### config.mk
export PLATFORM = sky130hd
export DESIGN_NAME = dma32_load_stage
export DESIGN_NICKNAME = d
export VERILOG_FILES = /design/src/rtl/dma32_pkg.sv /design/src/rtl/dma32_sync_fifo.sv /design/src/rtl/dma32_load_stage.sv
export SDC_FILE = /design/constraint.sdc
export NUM_CORES = 1
export LEC_CHECK = 0
export BUFFER_PORTS_ARGS = -buffer_cell sky130_fd_sc_hd__buf_2
export CAP_MARGIN = 20
export CORE_ASPECT_RATIO = 1.4
export CORE_MARGIN = 5
export CORE_UTILIZATION = 40
export CTS_CLUSTER_SIZE = 28
export DETAILED_ROUTE_END_ITERATION = 10
export GPL_TIMING_DRIVEN = 1
export PLACE_DENSITY = 0.58
export SLEW_MARGIN = 5
export SYNTH_ARGS = -nofsm -noshare
export SYNTH_HDL_FRONTEND = slang
export SYNTH_HIERARCHICAL = 1
export SYNTH_SLANG_ARGS = --single-unit
export TNS_END_PERCENT = 20
### constraint.sdc
create_clock -name clk -period 6.82 [get_ports clk]
set_input_delay 1.364 -clock clk [delete_from_list [all_inputs] [get_ports clk]]
set_output_delay 1.364 -clock clk [all_outputs]
set_load 0.05 [all_outputs]
### src/rtl/dma32_pkg.sv
// Shared definitions for the DMA load stage.
//   state_t          : load-stage FSM states; encoding is visible on debug[31:29]
//   DMA_SIZE_WORD    : DMA beat size code for 32-bit words
//   DMA_USER_DEFAULT : user field sent with every read request
//   DEFAULT_*        : parameter defaults for dma32_load_stage
//   min_u32          : unsigned minimum, used for burst length selection
package dma32_pkg;

    typedef enum logic [2:0] {
        ST_IDLE  = 3'd0,
        ST_REQ   = 3'd1,
        ST_DATA  = 3'd2,
        ST_DRAIN = 3'd3,
        ST_DONE  = 3'd4
    } state_t;

    localparam logic [2:0]  DMA_SIZE_WORD       = 3'b010;
    localparam logic [4:0]  DMA_USER_DEFAULT    = 5'd0;
    localparam int unsigned DEFAULT_BURST_WORDS = 8;
    localparam int unsigned DEFAULT_FIFO_DEPTH  = 16;

    function automatic logic [31:0] min_u32(input logic [31:0] a, input logic [31:0] b);
        return (a < b) ? a : b;
    endfunction

endpackage

### src/rtl/dma32_sync_fifo.sv
// Single-clock FIFO with show-ahead read port.
//   i_clk, i_rst_n   : clock, asynchronous active-low reset (empties the FIFO)
//   i_push, i_data   : write strobe and word; ignored when full
//   i_pop            : read strobe; ignored when empty
//   o_data           : current head word (valid while !o_empty)
//   o_empty, o_count : occupancy status
module dma32_sync_fifo #(
    parameter int unsigned WIDTH = 32,
    parameter int unsigned DEPTH = 16,
    localparam int unsigned AW   = $clog2(DEPTH)
) (
    input  logic             i_clk,
    input  logic             i_rst_n,
    input  logic             i_push,
    input  logic [WIDTH-1:0] i_data,
    input  logic             i_pop,
    output logic [WIDTH-1:0] o_data,
    output logic             o_empty,
    output logic [AW:0]      o_count
);

    localparam logic [AW:0] DEPTH_CNT = (AW+1)'(DEPTH);

    logic [WIDTH-1:0] r_mem [DEPTH];
    logic [AW-1:0]    r_wr_ptr;
    logic [AW-1:0]    r_rd_ptr;
    logic [AW:0]      r_count;
    logic             w_do_push;
    logic             w_do_pop;

    assign w_do_push = i_push && (r_count != DEPTH_CNT);
    assign w_do_pop  = i_pop && (r_count != '0);

    // Storage carries no reset; only pointers and count define contents.
    always_ff @(posedge i_clk) begin
        if (w_do_push) begin
            r_mem[r_wr_ptr] <= i_data;
        end
    end

    // Pointers wrap naturally because DEPTH is a power of two.
    always_ff @(posedge i_clk or negedge i_rst_n) begin
        if (!i_rst_n) begin
            r_wr_ptr <= '0;
            r_rd_ptr <= '0;
            r_count  <= '0;
        end else begin
            if (w_do_push) begin
                r_wr_ptr <= r_wr_ptr + 1'b1;
            end
            if (w_do_pop) begin
                r_rd_ptr <= r_rd_ptr + 1'b1;
            end
            unique case ({w_do_push, w_do_pop})
                2'b10:   r_count <= r_count + 1'b1;
                2'b01:   r_count <= r_count - 1'b1;
                default: ;
            endcase
        end
    end

    assign o_data  = r_mem[r_rd_ptr];
    assign o_empty = (r_count == '0);
    assign o_count = r_count;

endmodule

### src/rtl/dma32_load_stage.sv
// DMA load stage: fetches N consecutive 32-bit words starting at a base word
// index through burst read requests, buffers them, and streams them out.
//   clk, rst                 : clock, asynchronous active-low reset
//   conf_done, conf_info_*   : start pulse, word count N (reg0), base index (reg1)
//   dma_read_ctrl_*          : burst read request channel (valid/ready)
//   dma_read_chnl_*          : read data beats from memory (valid/ready)
//   out_valid/ready/data/last: word stream to compute stage; last marks word N
//   load_done                : one-cycle completion pulse
//   debug                    : {state[2:0], words delivered[28:0]}
module dma32_load_stage
    import dma32_pkg::*;
#(
    parameter int unsigned BURST_WORDS = DEFAULT_BURST_WORDS,
    parameter int unsigned FIFO_DEPTH  = DEFAULT_FIFO_DEPTH
) (
    input  logic        clk,
    input  logic        rst,
    input  logic        conf_done,
    input  logic [31:0] conf_info_reg0,
    input  logic [31:0] conf_info_reg1,
    output logic        dma_read_ctrl_valid,
    input  logic        dma_read_ctrl_ready,
    output logic [31:0] dma_read_ctrl_data_index,
    output logic [31:0] dma_read_ctrl_data_length,
    output logic [2:0]  dma_read_ctrl_data_size,
    output logic [4:0]  dma_read_ctrl_data_user,
    input  logic        dma_read_chnl_valid,
    output logic        dma_read_chnl_ready,
    input  logic [31:0] dma_read_chnl_data,
    output logic        out_valid,
    input  logic        out_ready,
    output logic [31:0] out_data,
    output logic        out_last,
    output logic        load_done,
    output logic [31:0] debug
);

    localparam int unsigned CW = $clog2(FIFO_DEPTH) + 1;

    state_t      r_state;
    logic [31:0] r_n;
    logic [31:0] r_base;
    logic [31:0] r_req_cnt;
    logic [31:0] r_out_cnt;
    logic [31:0] r_beat;
    logic        r_ctrl_valid;
    logic [31:0] r_ctrl_index;
    logic [31:0] r_ctrl_length;
    logic [2:0]  r_ctrl_size;
    logic [4:0]  r_ctrl_user;
    logic        r_load_done;

    logic          w_fifo_empty;
    logic [CW-1:0] w_fifo_count;
    logic [31:0]   w_fifo_data;
    logic          w_push;
    logic          w_pop;
    logic [31:0]   w_free;
    logic [31:0]   w_len;

    assign w_push = (r_state == ST_DATA) && dma_read_chnl_valid;
    assign w_pop  = !w_fifo_empty && out_ready;
    assign w_free = 32'(FIFO_DEPTH) - 32'(w_fifo_count);
    assign w_len  = min_u32(r_n - r_req_cnt, 32'(BURST_WORDS));

    dma32_sync_fifo #(
        .WIDTH(32),
        .DEPTH(FIFO_DEPTH)
    ) u_fifo (
        .i_clk   (clk),
        .i_rst_n (rst),
        .i_push  (w_push),
        .i_data  (dma_read_chnl_data),
        .i_pop   (w_pop),
        .o_data  (w_fifo_data),
        .o_empty (w_fifo_empty),
        .o_count (w_fifo_count)
    );

    always_ff @(posedge clk or negedge rst) begin
        if (!rst) begin
            r_state       <= ST_IDLE;
            r_n           <= '0;
            r_base        <= '0;
            r_req_cnt     <= '0;
            r_out_cnt     <= '0;
            r_beat        <= '0;
            r_ctrl_valid  <= 1'b0;
            r_ctrl_index  <= '0;
            r_ctrl_length <= '0;
            r_ctrl_size   <= '0;
            r_ctrl_user   <= '0;
            r_load_done   <= 1'b0;
        end else begin
            r_load_done <= 1'b0;
            if (w_pop) begin
                r_out_cnt <= r_out_cnt + 32'd1;
            end
            unique case (r_state)
                ST_IDLE: begin
                    if (conf_done) begin
                        r_n    <= conf_info_reg0;
                        r_base <= conf_info_reg1;
                        if (conf_info_reg0 == '0) begin
                            r_state     <= ST_DONE;
                            r_load_done <= 1'b1;
                        end else begin
                            r_state <= ST_REQ;
                        end
                    end
                end
                ST_REQ: begin
                    // No pushes happen in REQ, so free space can only grow
                    // while the request waits for ready: fields stay valid.
                    if (!r_ctrl_valid) begin
                        if (w_free >= w_len) begin
                            r_ctrl_valid  <= 1'b1;
                            r_ctrl_index  <= r_base + r_req_cnt;
                            r_ctrl_length <= w_len;
                            r_ctrl_size   <= DMA_SIZE_WORD;
                            r_ctrl_user   <= DMA_USER_DEFAULT;
                        end
                    end else if (dma_read_ctrl_ready) begin
                        r_ctrl_valid <= 1'b0;
                        r_req_cnt    <= r_req_cnt + r_ctrl_length;
                        r_beat       <= '0;
                        r_state      <= ST_DATA;
                    end
                end
                ST_DATA: begin
                    if (dma_read_chnl_valid) begin
                        r_beat <= r_beat + 32'd1;
                        if (r_beat == r_ctrl_length - 32'd1) begin
                            r_state <= (r_req_cnt == r_n) ? ST_DRAIN : ST_REQ;
                        end
                    end
                end
                ST_DRAIN: begin
                    if (w_pop && out_last) begin
                        r_state     <= ST_DONE;
                        r_load_done <= 1'b1;
                    end
                end
                ST_DONE: begin
                    r_state   <= ST_IDLE;
                    r_n       <= '0;
                    r_base    <= '0;
                    r_req_cnt <= '0;
                    r_out_cnt <= '0;
                    r_beat    <= '0;
                end
                default: r_state <= ST_IDLE;
            endcase
        end
    end

    assign dma_read_ctrl_valid       = r_ctrl_valid;
    assign dma_read_ctrl_data_index  = r_ctrl_index;
    assign dma_read_ctrl_data_length = r_ctrl_length;
    assign dma_read_ctrl_data_size   = r_ctrl_size;
    assign dma_read_ctrl_data_user   = r_ctrl_user;
    assign dma_read_chnl_ready       = (r_state == ST_DATA);
    assign out_valid                 = !w_fifo_empty;
    assign out_data                  = w_fifo_data;
    // Head is word number r_out_cnt+1; it is the last one when that equals N.
    assign out_last                  = !w_fifo_empty && ((r_out_cnt + 32'd1) == r_n);
    assign load_done                 = r_load_done;
    assign debug                     = {r_state, r_out_cnt[28:0]};

endmodule

==> flow_summary.json, run 1 <==
{
  "status": "finished clean",
  "area_growth_pct": 13.1,
  "critical_path.startpoint_type": "flop",
  "fin_area_um2": 42500,
  "cts_buffer_depth": 3,
  "worst-r2r-cell-count": 22,
  "hold_path.class": "flop to flop",
  "synth.largest_area_cell": "edfxtp_1",
  "core_um2": 93500,
  "yosys_warnings": 6,
  "ctsRootBufferMaster": "clkbuf_16",
  "slew_headroom_pct": 30.0,
  "finalCritPeriodShare_pct": 94.1,
  "dieArea_um2": 100000,
  "fin_util_pct": 45.4,
  "path_clk_slew_ns": 0.06,
  "syn_avg_cell_area_um2": 12.7,
  "fin_skew_ns": 0.0356,
  "cp_num_buf_inv": 2,
  "drive_gt1_share_pct": 16.6,
  "crit_path_end_kind": "flop",
  "cp.arrival_ns": 6.95,
  "rsz0062_at_grt": "true",
  "numCtsBuffers": 77,
  "cts_sinks": 755,
  "fin_crit_ns": 6.42,
  "overflow": 0,
  "min_from": "dma_read_ctrl_data_size[1]",
  "ys_ff_latch": 755,
  "synthFlopType": "edfxtp_1",
  "clk_latency_ns": 0.67,
  "r2r-end": "dma_read_ctrl_data_index[31]",
  "finalHoldViolCount": 0,
  "viasPerCell": 5.61,
  "crit_slowest_cell": "or4b_4",
  "crit_fanout": 8,
  "final_common_cell": "edfxtp_1",
  "crit_required_ns": 7.35,
  "tightestPinTransition_ns": 1.04,
  "io_pins": 243,
  "final_cell_mix": "edfxtp_1 (512), dfrtp_1 (240), buf_2 (234)",
  "routed_wl_um": 105000,
  "finalNetCount": 3429,
  "start_util_pct": 40.2,
  "hpwl_um": 69500,
  "slew_viol_final": 0,
  "syn_inst": 2965,
  "endpoint": "dma_read_ctrl_data_index[31]",
  "dr.pass1.iters": 6,
  "die_x_um": 269,
  "first_iter_violations": 1673,
  "cap_violations": 0,
  "fp-row-count": 133,
  "htreeDepth": 3,
  "crit_type": "flop to flop",
  "async_flop_share_pct": 32.2,
  "crit_cells": 22,
  "grt_usage_pct": 20.4,
  "grt_pass1_vias": 24900,
  "drc": 0,
  "cpPeakStageDelay_ns": 0.65,
  "final-setup-viol-count": 0,
  "synth_top_area_share_pct": 40.9,
  "seq_area_frac_synth_pct": 57.1,
  "synth_cell_types": 96,
  "cts_tree": "yes",
  "hold_depth": 1,
  "dpl-instance-area_um2": 39900,
  "r2r_slack_ns": 0.40,
  "netlist_area_um2": 37600,
  "gp_congestion": 0.907,
  "synthTopCellsByArea": "edfxtp_1 (41%), dfrtp_1 (16%), ha_1 (4.6%)",
  "vias": 25100,
  "synth-edff-count": 512,
  "cp_top_family": "simple AND/OR/NAND/NOR gates",
  "power.leakage_nw": 16.9,
  "wl_per_cell_um": 23.4,
  "drtAntennaViolNets": 0,
  "grt_start_max_net_pins": 111,
  "max_freq_mhz": 156,
  "rr_startpoint": "r_req_cnt[14]",
  "max-vdd-ir-drop_v": 0.000430,
  "die-height_um": 373,
  "path_cells": "inv_1, ha_1, a21oi_2, o22ai_1, or4_1, nor4_1, and4b_1, o2111ai_1, nor4_2, nand4_1, or4_4, or3_1, ha_1, a21o_1, a211oi_1, o31ai_1, a2111oi_1, o211ai_1, a21oi_2, or4b_4, inv_1, mux2_2",
  "antenna_found_initial": 6,
  "portBuffers": 235,
  "p_total_w": 0.0174,
  "p_per_area_nw_per_um2": 410,
  "grt_pass1_wl_um": 155000,
  "setup.worst_path.start": "r_req_cnt[14]"
}
==> state kept, by name, indices dropped and copies added (netlist names) <==
register and count:
u_fifo/r_mem 512, dma_read_ctrl_data_index 32, dma_read_ctrl_data_length 32, r_base 32, r_beat 32, r_n 32
r_out_cnt 32, r_req_cnt 32, u_fifo/o_count 5, u_fifo/r_rd_ptr 4, u_fifo/r_wr_ptr 4, r_state 3
dma_read_ctrl_data_size 1, dma_read_ctrl_valid 1, load_done 1
==> cell usage after synthesis (26+ instances only) <==
library cell	number
edfxtp_1	512
a221oi_1	67
nand4_1	32
nor2_1	135
a22oi_1	35
a31oi_1	27
nor4_1	26
a22o_1	66
and2_1	41
xnor2_1	114
or3_1	32
buf_4	43
o21ai_0	145
a21o_1	38
xor2_1	96
mux2i_1	138
nand2_1	207
dfrtp_1	243
clkbuf_1	81
a21oi_1	111
mux4_2	64
nand3_1	62
ha_1	138
nor3_1	59
inv_1	93
==> worst min path at each step <==
stage / to / slack [ns]
floorplan: r_base[0] / 0.47
global placement: dma_read_ctrl_data_size[1] / 0.45
detailed placement: dma_read_ctrl_data_size[1] / 0.45
CTS: dma_read_ctrl_data_size[1] / 0.47
global route: dma_read_ctrl_data_size[1] / 0.49
finish: dma_read_ctrl_data_size[1] / 0.46
==> kinds of logic (layout without fill, tap and decap cells) <==
| group | Yosys count | after routing | synth area share [%] |
|---|---|---|---|
| AO/OA/AOI/OAI | 651 | 651 | 12.0 |
| XOR/XNOR | 210 | 210 | 4.90 |
| adder cells (fa/ha/maj) | 142 | 142 | 4.81 |
| buffers and inverters | 266 | 514 | 3.56 |
| flip-flops | 755 | 755 | 57.1 |
| multiplexers | 209 | 209 | 7.73 |
| other | 2 | 38 | 0.0200 |
| AND/OR/NAND/NOR | 730 | 732 | 9.84 |
==> timing repair <==
item,in CTS,in global routing
hold buffers,0,0
setup endpoints to repair,0,55
resized for setup,0,8
endpoints found under the hold margin,0,0
setup buffers,0,1
==> metrics by stage <==
stage / worst slack, ns / instances / hold WS [ns] / TNS (ns)
2_1_floorplan: 0.803 / 2998 / 0.473 / 0
3_5_place_dp: 0.186 / 4316 / 0.451 / 0
5_1_grt: -0.00436 / 4464 / 0.487 / -0.00436
3_3_place_gp: 0.450 / 4316 / 0.448 / 0
4_1_cts: 0.158 / 4458 / 0.468 / 0
6_report: 0.401 / 4466 / 0.464 / 0
==> power breakdown <==
group          leakage (nW)  internal, W  total, W  switching, W
Sequential             7.78      0.00536   0.00603      0.000674
Combinational          7.93      0.00266   0.00725       0.00459
Clock                  1.19      0.00230   0.00413       0.00183
Total                  16.9       0.0103    0.0174       0.00709
==> per-layer routing <==
layer	global-route usage (%)	part of all wire, %	vias up
li1	-	-	11700
met1	23.8	38	12500
met2	36.9	52	670
met3	3.33	5.5	185
met4	8.74	4.5	4
met5	0	0.020	-
==> cell type report <==
class	instances	area, um2
Antenna cell	3	7.51
Clock buffer	99	2080
Clock inverter	43	364
Fill cell	8491	51000
Inverter	94	353
Multi-Input combinational cell	1979	15100
Sequential cell	755	21500
Tap cell	1215	1520
Timing Repair Buffer	278	1590
No activity file was read; power rests on OpenSTA's default activity.
==> inputs of run 2 (changes only) <==
CTS_BUF_LIST = sky130_fd_sc_hd__clkbuf_2   (was unset)
==> run 2 against run 1 <==
  * Die area is the same
  * Critical endpoint is now out_last
  * Non-clock buffer count grew 60
  * Count of clock-buffer cells in the layout grew 160
  * Cell area shrank 0.31%
  * Total power shrank 6.1%
  * Routed wire length grew 1.5%
  * Sequential share of layout area grew 0.16 points
  * Clock power shrank 26%
  * Clock skew grew 0.087 ns
  * First-iteration DRC count grew 12%
  * Sequential power is essentially flat
==> flow_summary.json, run 2 (synthesized netlist as in run 1, its figures left out) <==
{
  "swShare_pct": 43.5,
  "crit_path_end_kind": "primary output",
  "crit_fanout": 7,
  "crit_type": "flop to primary output",
  "drive_gt1_share_pct": 20.4,
  "clk_latency_ns": 1.47,
  "p_per_area_nw_per_um2": 386,
  "vias": 25900,
  "cap_violations": 0,
  "fp-row-count": 133,
  "largest_reg_flops": 512,
  "area_growth_pct": 12.7,
  "gp_congestion": 0.907,
  "cts_sinks": 755,
  "max_freq_mhz": 154,
  "dr.pass1.iters": 5,
  "fin_util_pct": 45.3,
  "setup.worst_path.start": "r_out_cnt[0]",
  "finalCritPeriodShare_pct": 95.5,
  "critical_path.startpoint_type": "flop",
  "hpwl_um": 69500,
  "hold_path.class": "primary input to flop",
  "switchingPower_w": 0.00712,
  "path_clk_slew_ns": 0.11,
  "grt_pass1_wl_um": 159000,
  "final-setup-viol-count": 0,
  "ctsRootBufferMaster": "clkbuf_2",
  "fin_skew_ns": 0.123,
  "routed_wl_um": 106000,
  "p_total_w": 0.0164,
  "r2r_slack_ns": 0.37,
  "die-height_um": 373,
  "power_frac_clock_pct": 18.7,
  "drc": 0,
  "fin_tns_setup_ns": 0,
  "hold-worst-slack_ns": 0.273,
  "cp.arrival_ns": 5.15,
  "max-vdd-ir-drop_v": 0.000510,
  "final_cell_mix": "edfxtp_1 (512), clkbuf_2 (259), dfrtp_1 (239)",
  "min_from": "conf_info_reg0[0]",
  "finalHoldViolCount": 0,
  "grt_usage_pct": 20.9,
  "antenna_found_initial": 8,
  "slew_viol_final": 0,
  "viasPerCell": 5.49,
  "grt_start_max_net_pins": 111,
  "start_util_pct": 40.2,
  "numCtsBuffers": 182,
  "internal_power_w": 0.00923,
  "cts_buffer_depth": 3,
  "grt_pass1_vias": 26100,
  "status": "finished clean",
  "fin_crit_ns": 6.51,
  "core_um2": 93500,
  "p_seq_share_pct": 36.8,
  "first_iter_violations": 1868,
  "portBuffers": 235,
  "rr_startpoint": "r_n[0]",
  "largest-register": "u_fifo/r_mem",
  "overflow": 0,
  "crit_required_ns": 5.46,
  "dieArea_um2": 100000,
  "drtAntennaViolNets": 0,
  "power.leakage_nw": 17.2,
  "htreeDepth": 4,
  "die_x_um": 269,
  "io_pins": 243,
  "slew_headroom_pct": 30.4,
  "finalNetCount": 3593,
  "combPwrFrac_pct": 44.4,
  "tightestPinTransition_ns": 1.03,
  "cts_tree": "yes",
  "final_common_cell": "edfxtp_1",
  "wl_per_cell_um": 22.5
}
run 2: cell count changes in the layout (fill, tap and decap cells not counted), moves of 3 or more:
cell and change:
clkbuf_1 -16, clkbuf_16 -78, clkbuf_2 +259, clkbuf_8 -5, clkinv_1 +28, clkinv_2 -4
clkinvlp_4 -5, diode_2 +4, dlygate4sd3_1 +59, inv_16 -3
run 2: routing by layer:
| metal | track usage (%) | vias to the layer above | share of wire [%] |
|---|---|---|---|
| met5 | 0 | - | 0.020 |
| met4 | 9.66 | 4 | 4.5 |
| met3 | 4.43 | 191 | 5.3 |
| met2 | 37.4 | 698 | 52 |
| met1 | 23.7 | 12900 | 38 |
| li1 | - | 12100 | - |
run 2: metrics by stage:
stage	cell area (um2)	std cells	setup slack (ns)
6_report	42300	4710	0.306
5_1_grt	42300	4707	-0.0260
4_1_cts	42200	4698	0.0431
3_5_place_dp	39900	4316	0.186
3_3_place_gp	39900	4316	0.450
2_1_floorplan	37700	2998	0.803
run 2: final timing paths:
path	cells past startpoint	end
max	10	out_last
min	2	r_n[0]
max reg2reg	23	dma_read_ctrl_data_index[31]
min reg2reg	1	dma_read_ctrl_data_size[1]
max in group asynchronous	3	u_fifo/r_rd_ptr[0]
min in group asynchronous	2	r_out_cnt[26]
run 2: power groups by stage:
stage	Clock, W	Combinational [W]	Sequential, W
2_1_floorplan	0	0.00532	0.00605
3_3_place_gp	0	0.00719	0.00612
3_5_place_dp	0	0.00722	0.00612
4_1_cts	0.00320	0.00728	0.00602
5_1_grt	0.00345	0.00791	0.00607
6_report	0.00306	0.00726	0.00602
run 2: layout make-up:
type	instances	area [um2]
antenna	7	17.5
clock buffer	259	1300
clock inverter	64	407
fill	8648	51200
inverter	94	353
multi-input combinational	1978	15100
sequential	755	21500
tap	1215	1520
timing repair buffer	338	2200
run 2: critical path: stages (launching register included):
cell	delay, ns
dfrtp_2	0.53
ha_1	0.32
and4_1	0.38
nand4_1	0.17
or3_1	0.44
and2_1	0.21
or3_1	0.33
a221o_1	0.35
and4b_1	0.28
o2111a_1	0.41
buf_4	0.27
run 2: timing repair:
action                     4_1_cts  5_1_grt
hold endpoints to repair       141        0
setup buffers                    0        2
pin swaps                        0        1
cloned                           0        2
gates resized for setup          3        7
hold buffers                    59        0
setup endpoints to repair        1       66
